## src/rtl/i2c_send_arbiter_if.sv

```systemverilog
// i2c_send_arbiter_if
// Bundles the requester-side and engine-side signals of the I2C send arbiter.
// The slave modport is the arbiter's view. The master modport is the view of
// the environment, which holds both the requesters and the i2cSend engine.
interface i2c_send_arbiter_if #(
    parameter int N_REQ = 4
) ();
    logic [N_REQ-1:0]   req;
    logic [7*N_REQ-1:0] req_dev_addr;
    logic [8*N_REQ-1:0] req_inner_addr;
    logic [8*N_REQ-1:0] req_data;
    logic [N_REQ-1:0]   grant;
    logic [N_REQ-1:0]   done_pulse;
    logic [N_REQ-1:0]   err_pulse;
    logic               busy;
    logic               eng_enable;
    logic [6:0]         eng_dev_addr;
    logic [7:0]         eng_inner_addr;
    logic [7:0]         eng_data;
    logic               eng_done;

    modport slave (
        input  req, req_dev_addr, req_inner_addr, req_data, eng_done,
        output grant, done_pulse, err_pulse, busy,
               eng_enable, eng_dev_addr, eng_inner_addr, eng_data
    );

    modport master (
        output req, req_dev_addr, req_inner_addr, req_data, eng_done,
        input  grant, done_pulse, err_pulse, busy,
               eng_enable, eng_dev_addr, eng_inner_addr, eng_data
    );
endinterface

```

## src/rtl/i2c_send_arbiter.sv

```systemverilog
// i2c_send_arbiter
// Round-robin arbiter that shares one i2cSend write engine between N_REQ
// requesters. The winner's payload is latched and then frozen for the whole
// transaction. The engine enable is held through RUN. The winner gets a
// one-cycle done or error pulse in RELEASE.
// Optional feature: define I2C_ARB_TIMEOUT_EN to abort a hung engine after
// TIMEOUT_CYCLES cycles in RUN. Without the macro, RUN waits for eng_done
// indefinitely and err_pulse stays zero.
module i2c_send_arbiter #(
    parameter int N_REQ          = 4,
    parameter int TIMEOUT_CYCLES = 200000
) (
    input logic                clk,
    input logic                rst,
    i2c_send_arbiter_if.slave  bus
);

    localparam int PTR_W = $clog2(N_REQ);
    localparam logic [N_REQ-1:0] ONE_HOT0 = {{(N_REQ-1){1'b0}}, 1'b1};

    typedef enum logic [1:0] {
        IDLE    = 2'd0,
        GRANT   = 2'd1,
        RUN     = 2'd2,
        RELEASE = 2'd3
    } state_t;

    state_t             state_r;
    state_t             nextState_s;
    logic [PTR_W-1:0]   rrPtr_r;
    logic [PTR_W-1:0]   winIdx_r;
    logic [PTR_W-1:0]   selIdx_s;
    logic [PTR_W:0]     cand_s;
    logic               selValid_s;
    logic               finishDone_s;
    logic               finishErr_s;
    logic               timeoutHit_s;
    logic [N_REQ-1:0]   grant_r;
    logic [N_REQ-1:0]   donePulse_r;
    logic               busy_r;
    logic               engEnable_r;
    logic [6:0]         engDevAddr_r;
    logic [7:0]         engInnerAddr_r;
    logic [7:0]         engData_r;

`ifdef I2C_ARB_TIMEOUT_EN
    localparam int TCNT_W = (TIMEOUT_CYCLES > 2) ? $clog2(TIMEOUT_CYCLES) : 1;
    localparam logic [TCNT_W-1:0] TCNT_LAST = TCNT_W'(TIMEOUT_CYCLES - 1);

    logic [TCNT_W-1:0]  tcnt_r;
    logic [N_REQ-1:0]   errPulse_r;

    assign timeoutHit_s = (tcnt_r == TCNT_LAST);

    // RUN-cycle counter: cleared while entering RUN, counts up in RUN, saturates
    always_ff @(posedge clk) begin
        if (rst) begin
            tcnt_r <= {TCNT_W{1'b0}};
        end else if (state_r == GRANT) begin
            tcnt_r <= {TCNT_W{1'b0}};
        end else if (state_r == RUN && tcnt_r != {TCNT_W{1'b1}}) begin
            tcnt_r <= tcnt_r + {{(TCNT_W-1){1'b0}}, 1'b1};
        end
    end

    // Error pulse to the winner on the cycle after a timeout abort
    always_ff @(posedge clk) begin
        if (rst) begin
            errPulse_r <= {N_REQ{1'b0}};
        end else begin
            errPulse_r <= finishErr_s ? grant_r : {N_REQ{1'b0}};
        end
    end

    assign bus.err_pulse = errPulse_r;
`else
    assign timeoutHit_s  = 1'b0;
    assign bus.err_pulse = {N_REQ{1'b0}};
`endif

    // Round-robin pick: first requester at or above rrPtr_r, wrapping around
    always_comb begin
        selValid_s = 1'b0;
        selIdx_s   = {PTR_W{1'b0}};
        cand_s     = {(PTR_W+1){1'b0}};
        for (int off = 0; off < N_REQ; off++) begin
            cand_s = {1'b0, rrPtr_r} + (PTR_W+1)'(off);
            if (cand_s >= (PTR_W+1)'(N_REQ)) begin
                cand_s = cand_s - (PTR_W+1)'(N_REQ);
            end else begin
                cand_s = cand_s;
            end
            if (!selValid_s && bus.req[cand_s[PTR_W-1:0]]) begin
                selValid_s = 1'b1;
                selIdx_s   = cand_s[PTR_W-1:0];
            end else begin
                selValid_s = selValid_s;
            end
        end
    end

    // Next-state logic. In RUN, eng_done takes priority over a simultaneous timeout.
    always_comb begin
        nextState_s  = state_r;
        finishDone_s = 1'b0;
        finishErr_s  = 1'b0;
        case (state_r)
            IDLE: begin
                if (selValid_s) begin
                    nextState_s = GRANT;
                end else begin
                    nextState_s = IDLE;
                end
            end
            GRANT: begin
                nextState_s = RUN;
            end
            RUN: begin
                if (bus.eng_done) begin
                    nextState_s  = RELEASE;
                    finishDone_s = 1'b1;
                end else if (timeoutHit_s) begin
                    nextState_s = RELEASE;
                    finishErr_s = 1'b1;
                end else begin
                    nextState_s = RUN;
                end
            end
            RELEASE: begin
                nextState_s = IDLE;
            end
            default: begin
                nextState_s = IDLE;
            end
        endcase
    end

    // State register
    always_ff @(posedge clk) begin
        if (rst) begin
            state_r <= IDLE;
        end else begin
            state_r <= nextState_s;
        end
    end

    // Registered outputs, grant, payload latch and round-robin pointer
    always_ff @(posedge clk) begin
        if (rst) begin
            busy_r         <= 1'b0;
            engEnable_r    <= 1'b0;
            donePulse_r    <= {N_REQ{1'b0}};
            grant_r        <= {N_REQ{1'b0}};
            winIdx_r       <= {PTR_W{1'b0}};
            rrPtr_r        <= {PTR_W{1'b0}};
            engDevAddr_r   <= 7'd0;
            engInnerAddr_r <= 8'd0;
            engData_r      <= 8'd0;
        end else begin
            busy_r      <= (nextState_s != IDLE);
            engEnable_r <= (nextState_s == RUN);
            donePulse_r <= finishDone_s ? grant_r : {N_REQ{1'b0}};
            if (state_r == IDLE && selValid_s) begin
                grant_r        <= ONE_HOT0 << selIdx_s;
                winIdx_r       <= selIdx_s;
                engDevAddr_r   <= bus.req_dev_addr[int'(selIdx_s)*7 +: 7];
                engInnerAddr_r <= bus.req_inner_addr[int'(selIdx_s)*8 +: 8];
                engData_r      <= bus.req_data[int'(selIdx_s)*8 +: 8];
            end else if (state_r == RELEASE) begin
                grant_r <= {N_REQ{1'b0}};
                if (winIdx_r == PTR_W'(N_REQ - 1)) begin
                    rrPtr_r <= {PTR_W{1'b0}};
                end else begin
                    rrPtr_r <= winIdx_r + {{(PTR_W-1){1'b0}}, 1'b1};
                end
            end
        end
    end

    assign bus.grant          = grant_r;
    assign bus.done_pulse     = donePulse_r;
    assign bus.busy           = busy_r;
    assign bus.eng_enable     = engEnable_r;
    assign bus.eng_dev_addr   = engDevAddr_r;
    assign bus.eng_inner_addr = engInnerAddr_r;
    assign bus.eng_data       = engData_r;

endmodule

```

## src/flat_wrapper.sv

```systemverilog
// flat-port wrapper written by rule: the top's interface ports become plain ports
module i2c_send_arbiter_flat 
#(
    parameter int N_REQ          = 4,
    parameter int TIMEOUT_CYCLES = 200000
)
  (clk, rst, bus_req, bus_req_dev_addr, bus_req_inner_addr, bus_req_data, bus_eng_done, bus_grant, bus_done_pulse, bus_err_pulse, bus_busy, bus_eng_enable, bus_eng_dev_addr, bus_eng_inner_addr, bus_eng_data);
  i2c_send_arbiter_if #(.N_REQ(N_REQ)) bus_i ();
  input logic clk;
  input logic rst;
  input wire logic [$bits(bus_i.req)-1:0] bus_req;
  input wire logic [$bits(bus_i.req_dev_addr)-1:0] bus_req_dev_addr;
  input wire logic [$bits(bus_i.req_inner_addr)-1:0] bus_req_inner_addr;
  input wire logic [$bits(bus_i.req_data)-1:0] bus_req_data;
  input wire logic [$bits(bus_i.eng_done)-1:0] bus_eng_done;
  output wire logic [$bits(bus_i.grant)-1:0] bus_grant;
  output wire logic [$bits(bus_i.done_pulse)-1:0] bus_done_pulse;
  output wire logic [$bits(bus_i.err_pulse)-1:0] bus_err_pulse;
  output wire logic [$bits(bus_i.busy)-1:0] bus_busy;
  output wire logic [$bits(bus_i.eng_enable)-1:0] bus_eng_enable;
  output wire logic [$bits(bus_i.eng_dev_addr)-1:0] bus_eng_dev_addr;
  output wire logic [$bits(bus_i.eng_inner_addr)-1:0] bus_eng_inner_addr;
  output wire logic [$bits(bus_i.eng_data)-1:0] bus_eng_data;
  assign bus_i.req = bus_req;
  assign bus_i.req_dev_addr = bus_req_dev_addr;
  assign bus_i.req_inner_addr = bus_req_inner_addr;
  assign bus_i.req_data = bus_req_data;
  assign bus_i.eng_done = bus_eng_done;
  assign bus_grant = bus_i.grant;
  assign bus_done_pulse = bus_i.done_pulse;
  assign bus_err_pulse = bus_i.err_pulse;
  assign bus_busy = bus_i.busy;
  assign bus_eng_enable = bus_i.eng_enable;
  assign bus_eng_dev_addr = bus_i.eng_dev_addr;
  assign bus_eng_inner_addr = bus_i.eng_inner_addr;
  assign bus_eng_data = bus_i.eng_data;
  i2c_send_arbiter #(.N_REQ(N_REQ), .TIMEOUT_CYCLES(TIMEOUT_CYCLES)) u_core (.clk(clk), .rst(rst), .bus(bus_i));
endmodule
```

## config.mk

```make
export PLATFORM = sky130hd
export DESIGN_NAME = i2c_send_arbiter_flat
export DESIGN_NICKNAME = d
export VERILOG_FILES = /design/src/rtl/i2c_send_arbiter_if.sv /design/src/rtl/i2c_send_arbiter.sv /design/src/flat_wrapper.sv
export SDC_FILE = /design/constraint.sdc
export NUM_CORES = 1
export LEC_CHECK = 0
export CORE_MARGIN = 3
export CORE_UTILIZATION = 23
export DETAILED_ROUTE_END_ITERATION = 8
export HOLD_SLACK_MARGIN = 0.12
export PLACE_DENSITY = 0.52
export SYNTH_ARGS = -nofsm -noshare
export SYNTH_HDL_FRONTEND = slang
export SYNTH_SLANG_ARGS = --single-unit
```

## constraint.sdc

```tcl
create_clock -name clk -period 2 [get_ports clk]
set_input_delay 0.2 -clock clk [delete_from_list [all_inputs] [get_ports clk]]
set_output_delay 0.2 -clock clk [all_outputs]
set_load 0.05 [all_outputs]
```

# Yosys cells after proc, flatten, opt, wreduce, memory -nomap -nowiden
# Cells that the tools add are included.
[word_totals]
in_bits = 99
reg_bits = 39
elab_cells = 78
out_inout_bits = 37
[op_classes]
shift = 4
bitwise = 2
n_reduce_logical = 12
mux = 28
mul = 1
n_eq_ne = 5
add_sub_neg = 8
magnitude_cmp = 8
[ops]
columns = ["cell", "n"]
rows = [
  ["32-bit by 6-bit indexed part select with 8-bit output", 2],
  ["28-bit by 32-bit indexed part select with 7-bit output", 1],
  ["2-bit two-way mux", 9],
  ["2-bit by 3-bit less-than comparator with 1-bit output (second input constant)", 4],
  ["1-bit two-way mux", 12],
  ["3-bit greater-or-equal comparator (second input constant)", 3],
  ["1-bit binary-select mux with 2-bit select", 4],
  ["2-bit == test (second input constant)", 4],
  ["4-bit two-way mux", 2],
  ["2-bit case mux with 4 select lines", 1],
  ["2-bit by 1-bit subtractor with 2-bit output (second input constant)", 4],
  ["2-bit by 2-bit adder with 3-bit output (second input constant)", 2],
  ["2-bit by 3-bit multiplier with 5-bit output (second input constant)", 1],
  ["1-bit logical AND", 4],
  ["2-bit nonzero test", 2],
  ["1-bit by 2-bit left shift with 4-bit output (first input constant)", 1],
  ["2-bit by 1-bit adder with 3-bit output (second input constant)", 1],
  ["2-bit by 3-bit greater-or-equal comparator with 1-bit output (second input constant)", 1],
  ["1-bit logical NOT", 3],
  ["2-bit by 1-bit adder with 2-bit output (second input constant)", 1],
  ["2-bit by 1-bit == test with 1-bit output (second input constant)", 1],
  ["2-bit logical NOT", 1],
  ["1-bit NOT", 2],
  ["2-bit AND reduction", 1],
  ["2-bit OR reduction", 1],
]

# Longest topological paths before layout
[logic_depth]
word_depth = 17
mapped_depth = 7

# Least setup slack after synthesis
# Ideal clock, no wire load.
[synth_path]
path_type = "register to register"
from = "register u_core.rrPtr_r[1]"
to = "register u_core.engData_r[0] (netlist: u_core.bus.eng_data[0])"
slack_ps = 493
t_arrival_ps = 1371
path_stages_with_launch = 7
setup_ps = 136
period_less_slack_ps = 1507
n_path_buf = 2
path_cell_list = "dfxtp_1 buf_2 o21ai_1 o31ai_4 buf_4 a222oi_1 a311oi_1"
[synth_via]
elab_chain_cells = 15
elab_cells_between_ends = 39
classes_between = "add/sub (7); order compare (4); shift (1); mux (20); reduce/logical (7)"
[synth_lines]
columns = ["item", "line", "rtl"]
rows = [
  ["start: declaration", "i2c_send_arbiter.sv:30", "logic [PTR_W-1:0] rrPtr_r;"],
  ["start signal: assignment", "i2c_send_arbiter.sv:155", "rrPtr_r <= {PTR_W{1'b0}};"],
  ["start signal: assignment", "i2c_send_arbiter.sv:172", "rrPtr_r <= {PTR_W{1'b0}};"],
  ["start signal: assignment", "i2c_send_arbiter.sv:174", "rrPtr_r <= winIdx_r + {{(PTR_W-1){1'b0}}, 1'b1};"],
  ["parallel branches: the longest is 15 deep, another holds 2-bit by 1-bit adder with 3-bit output", "--", ""],
  ["end signal: assignment", "i2c_send_arbiter.sv:168", "engData_r <= bus.req_data[int'(selIdx_s)*8 +: 8];"],
  ["end: declaration", "i2c_send_arbiter.sv:44", "logic [7:0] engData_r;"],
]
# Several ways; the timed one is not identified. The select of a mux whose other input is x is not followed.
# A chain may end at the register's enable or synchronous reset.

# Worst setup path after layout
[layout_path]
from = "input bus_req[0]"
to = "register u_core.engData_r[1] (netlist: u_core.bus.eng_data[1])"
[layout_via]
elab_chain_cells = 13
elab_cells_between_ends = 24
classes_between = "shift (1); mux (16); reduce/logical (7)"
[layout_lines]
columns = ["item", "line", "rtl"]
rows = [
  ["start: declaration", "flat_wrapper.sv:11", "input wire logic [$bits(bus_i.req)-1:0] bus_req;"],
  ["1-bit binary-select mux with 2-bit select", "i2c_send_arbiter.sv:93", "if (!selValid_s && bus.req[cand_s[PTR_W-1:0]]) begin"],
  ["1-bit two-way mux (implied by the code)", "i2c_send_arbiter.sv:93", ""],
  ["1-bit two-way mux", "i2c_send_arbiter.sv:93", ""],
  ["1-bit logical NOT", "i2c_send_arbiter.sv:93", ""],
  ["1-bit logical AND", "i2c_send_arbiter.sv:93", ""],
  ["1-bit two-way mux", "i2c_send_arbiter.sv:93", ""],
  ["1-bit logical NOT", "i2c_send_arbiter.sv:93", ""],
  ["1-bit logical AND", "i2c_send_arbiter.sv:93", ""],
  ["1-bit two-way mux", "i2c_send_arbiter.sv:93", ""],
  ["1-bit logical NOT", "i2c_send_arbiter.sv:93", ""],
  ["1-bit logical AND", "i2c_send_arbiter.sv:93", ""],
  ["2-bit two-way mux / 1-bit two-way mux (equally long branches)", "i2c_send_arbiter.sv:93", ""],
  ["32-bit by 6-bit indexed part select with 8-bit output / 1-bit logical AND (equally long branches)", "i2c_send_arbiter.sv:168, i2c_send_arbiter.sv:163", ""],
]
# Several ways; a longest one is shown, not always the timed one. The select of a mux whose other input is x is not followed.

==> impl_metrics.csv <==
group,metric,value,unit
clock_tree,insertion_delay,290,ps
worst_hold_path,min_path_type,"in2reg",
critical_path,crit_required,2160,ps
synthesis,postSynth.asyncResetShare,0,
timing,finalHoldViolCount,0,
floorplan,die_w,99.8,µm
synthesis,synth-edff-count,0,
layout,fin_area,0.00360,mm²
timing,hold_ws,478,ps
route,antenna_left,0,
floorplan,dieArea,0.00996,mm²
timing,slew_headroom,0.640,
clock_tree,max-clock-path-buffers,2,
synthesis,postSynthCellCount,233,
timing,setup_viol,0,
timing,period_needed,1750,ps
clock_tree,cts_buffers,5,
critical_path,startpoint_type,"input pin",
flow_run,cap_violations,0,
layout,register_area,781,µm²
layout,final_layout_size_suffix_gt1_frac,0.0847,
route,drtIter0Drc,167,
route,drc,0,
synthesis,syn_avg_cell_area,8.68,µm²
route,postRouteWirelength,7410,µm
timing,worst_slew_pin_slew,539,ps
route,drtPass1Iterations,6,
critical_path,crit_type,"in2reg",
critical_path,cp-endpoint,"u_core.bus.eng_data[1]",
critical_path,startpoint,"bus_req[0]",
clock_tree,clk_pin_slew,80,ps
clock_tree,cts.sinks,39,
pwr,finalPower,3.08,mW
run_status,status,"completed",
route,wl_per_cell,15.7,µm
pwr,vdd_drop_max,0.362,mV
floorplan,start_util,0.241,
timing,slew_viol_final,0,
grt,grt_max_degree,32,
critical_path,slowest_delay,580,ps
layout,multi_input_area,0.00108,mm²
clock_tree,clock-root-buffer,"clkbuf_8",
synthesis,ys.flop_type,"dfxtp_1",
placement,post_dp_cell_area,0.00351,mm²
clock_tree,cts-htree-levels,2,
layout,fin_util,0.430,
floorplan,die_h,99.8,µm
grt,antenna_found_initial,0,
critical_path,crit_arrival,1910,ps
timing,rsz0062_at_grt,"false",
timing,fmax,571,MHz
timing,fin_skew,5.98,ps
grt,groute.usage.overall,0.144,
layout,layout.cells.most_common,"clkdlybuf4s50_1",
critical_path,r2r_start,"u_core.rrPtr_r[1]",
pwr,power.density,854,mW/mm²
synthesis,synth.ff_latch_count,39,
critical_path,crit_slowest_cell,"clkdlybuf4s50_1",
placement,io_buffer_count,131,
layout,nFillCells,829,
route,vias_per_cell,4.85,
placement,hpwl,5540,µm
critical_path,path_cells,"clkdlybuf4s50_1, nand2b_1, a21oi_1, nor2_4, buf_12, a222oi_1, a311oi_1",
synthesis,ys_warn_count,0,
grt,grt-ovfl-total,0,
critical_path,cp-end-kind,"flop",
layout,nets,469,
critical_path,ff2ff_setup_slack,250,ps
grt,grt_first_pass_wirelength,11500,µm
critical_path,critical_path.max_fanout,15,
synthesis,seq_area_frac_synth,0.386,
critical_path,reg2reg_to,"u_core.bus.eng_dev_addr[3]",
grt,grt_pass1_vias,2269,
timing,final.period_utilization,0.876,
layout,area_growth,78.0,%
floorplan,design.core.area,0.00838,mm²
layout,layout_common_cells,"clkdlybuf4s50_1, dfxtp_1, nor2_1",
placement,gp_congestion,0.791,
synthesis,synth_cell_type_count,31,
layout,antennaDiodeCount,0,
route,dr_total_vias,2285,
synthesis,syn-cell-area,0.00202,mm²
pwr,leakage,1.36,nW
clock_tree,cts_tree,"yes",
critical_path,r2r_cells,6,
floorplan,rows,33,
floorplan,ios,136,
## logic make-up (layout without fill, tap and decap cells)
| group | Yosys count | after routing | share of synthesized area |
|---|---|---|---|
| simple gates | 86 | 86 | 0.193 |
| fa+ha+maj | 5 | 5 | 0.0309 |
| flops | 39 | 39 | 0.386 |
| other cells | 1 | 4 | 0.00185 |
| mux | 3 | 3 | 0.0148 |
| buf+inv | 31 | 161 | 0.0884 |
| compound gates | 68 | 68 | 0.285 |
## flip-flops by register name, indices dropped and copies added (netlist names), 2 cells and up
| signal | count |
|---|---|
| u_core.bus.grant | 4 |
| u_core.bus.eng_dev_addr | 7 |
| u_core.state_r | 2 |
| u_core.bus.eng_data | 8 |
| u_core.bus.done_pulse | 4 |
| u_core.rrPtr_r | 2 |
| u_core.winIdx_r | 2 |
| u_core.bus.eng_inner_addr | 8 |
## final cells by class
cell class / instances / share of cell area
clock buffers: 7 / 0.0212
repair buffers: 149 / 0.419
well taps: 105 / 0.0365
flip-flops and latches: 39 / 0.217
clock inverters: 1 / 0.00139
multi-input cells: 166 / 0.301
inverters: 4 / 0.00417
## worst max-delay path, delay by kind of cell
family / cells / cell delay (ps)
buffers and inverters: 2 / 750
AND/OR/NAND/NOR: 2 / 240
AO/OA/AOI/OAI: 3 / 710
## synthesized netlist by cell type, types with 4 or more instances
cell type	instances	area, µm²
nand2b_1	5	31.3
a222oi_1	23	230
nor3b_1	4	30.0
ha_1	5	62.6
and2_1	5	31.3
buf_2	8	40.0
nand2_1	26	97.6
inv_1	4	15.0
a21oi_1	10	50.1
a311oi_1	23	201
dfxtp_1	39	781
buf_6	4	45.0
buf_4	6	45.0
nor2_1	38	143
clkbuf_1	9	33.8
nor2b_1	4	25.0
## through the flow
step           setup TNS [ps]  worst slack, ps  cells
4_1_cts                     0              147    471
3_5_place_dp             -921            -69.5    463
3_3_place_gp             -307            -36.8    463
5_1_grt                     0              116    471
2_1_floorplan               0              493    236
6_report                    0              248    471
## how the worst min path moves through the flow
| stage | cells past startpoint | slack, ps | end | startpoint |
|---|---|---|---|---|
| 5_1_grt | 3 | 470 | u_core.bus.eng_data[3] | bus_req_data[3] |
| 3_3_place_gp | 1 | 470 | u_core.bus.done_pulse[0] | u_core.bus.grant[0] |
| 2_1_floorplan | 2 | 360 | u_core.bus.eng_data[5] | bus_req_data[5] |
| 3_5_place_dp | 1 | 470 | u_core.bus.done_pulse[0] | u_core.bus.grant[0] |
| 4_1_cts | 3 | 470 | u_core.bus.eng_dev_addr[4] | bus_req_dev_addr[4] |
| 6_report | 3 | 480 | u_core.bus.eng_dev_addr[1] | bus_req_dev_addr[1] |
## repair_timing
action                                  in CTS  in global routing
resized for setup                            0                  1
hold endpoints to repair                     0                  0
setup buffers                                0                  0
hold buffers                                 0                  0
endpoints found under the setup margin       0                  3
## power by group
part	total, mW	internal (mW)	leakage, nW	switching (mW)
sequential	1.00	0.924	0.322	0.0800
clock	0.514	0.245	0.0422	0.269
combinational	1.56	0.655	0.993	0.902
total	3.08	1.82	1.36	1.25
## routing by layer
layer | wire length, µm | track usage
met1 | 3060 | 0.178
met4 | 87 | 0.0284
met2 | 3620 | 0.251
met5 | 0 | 0
met3 | 647 | 0.0403
(Power assumes the default switching activity.)
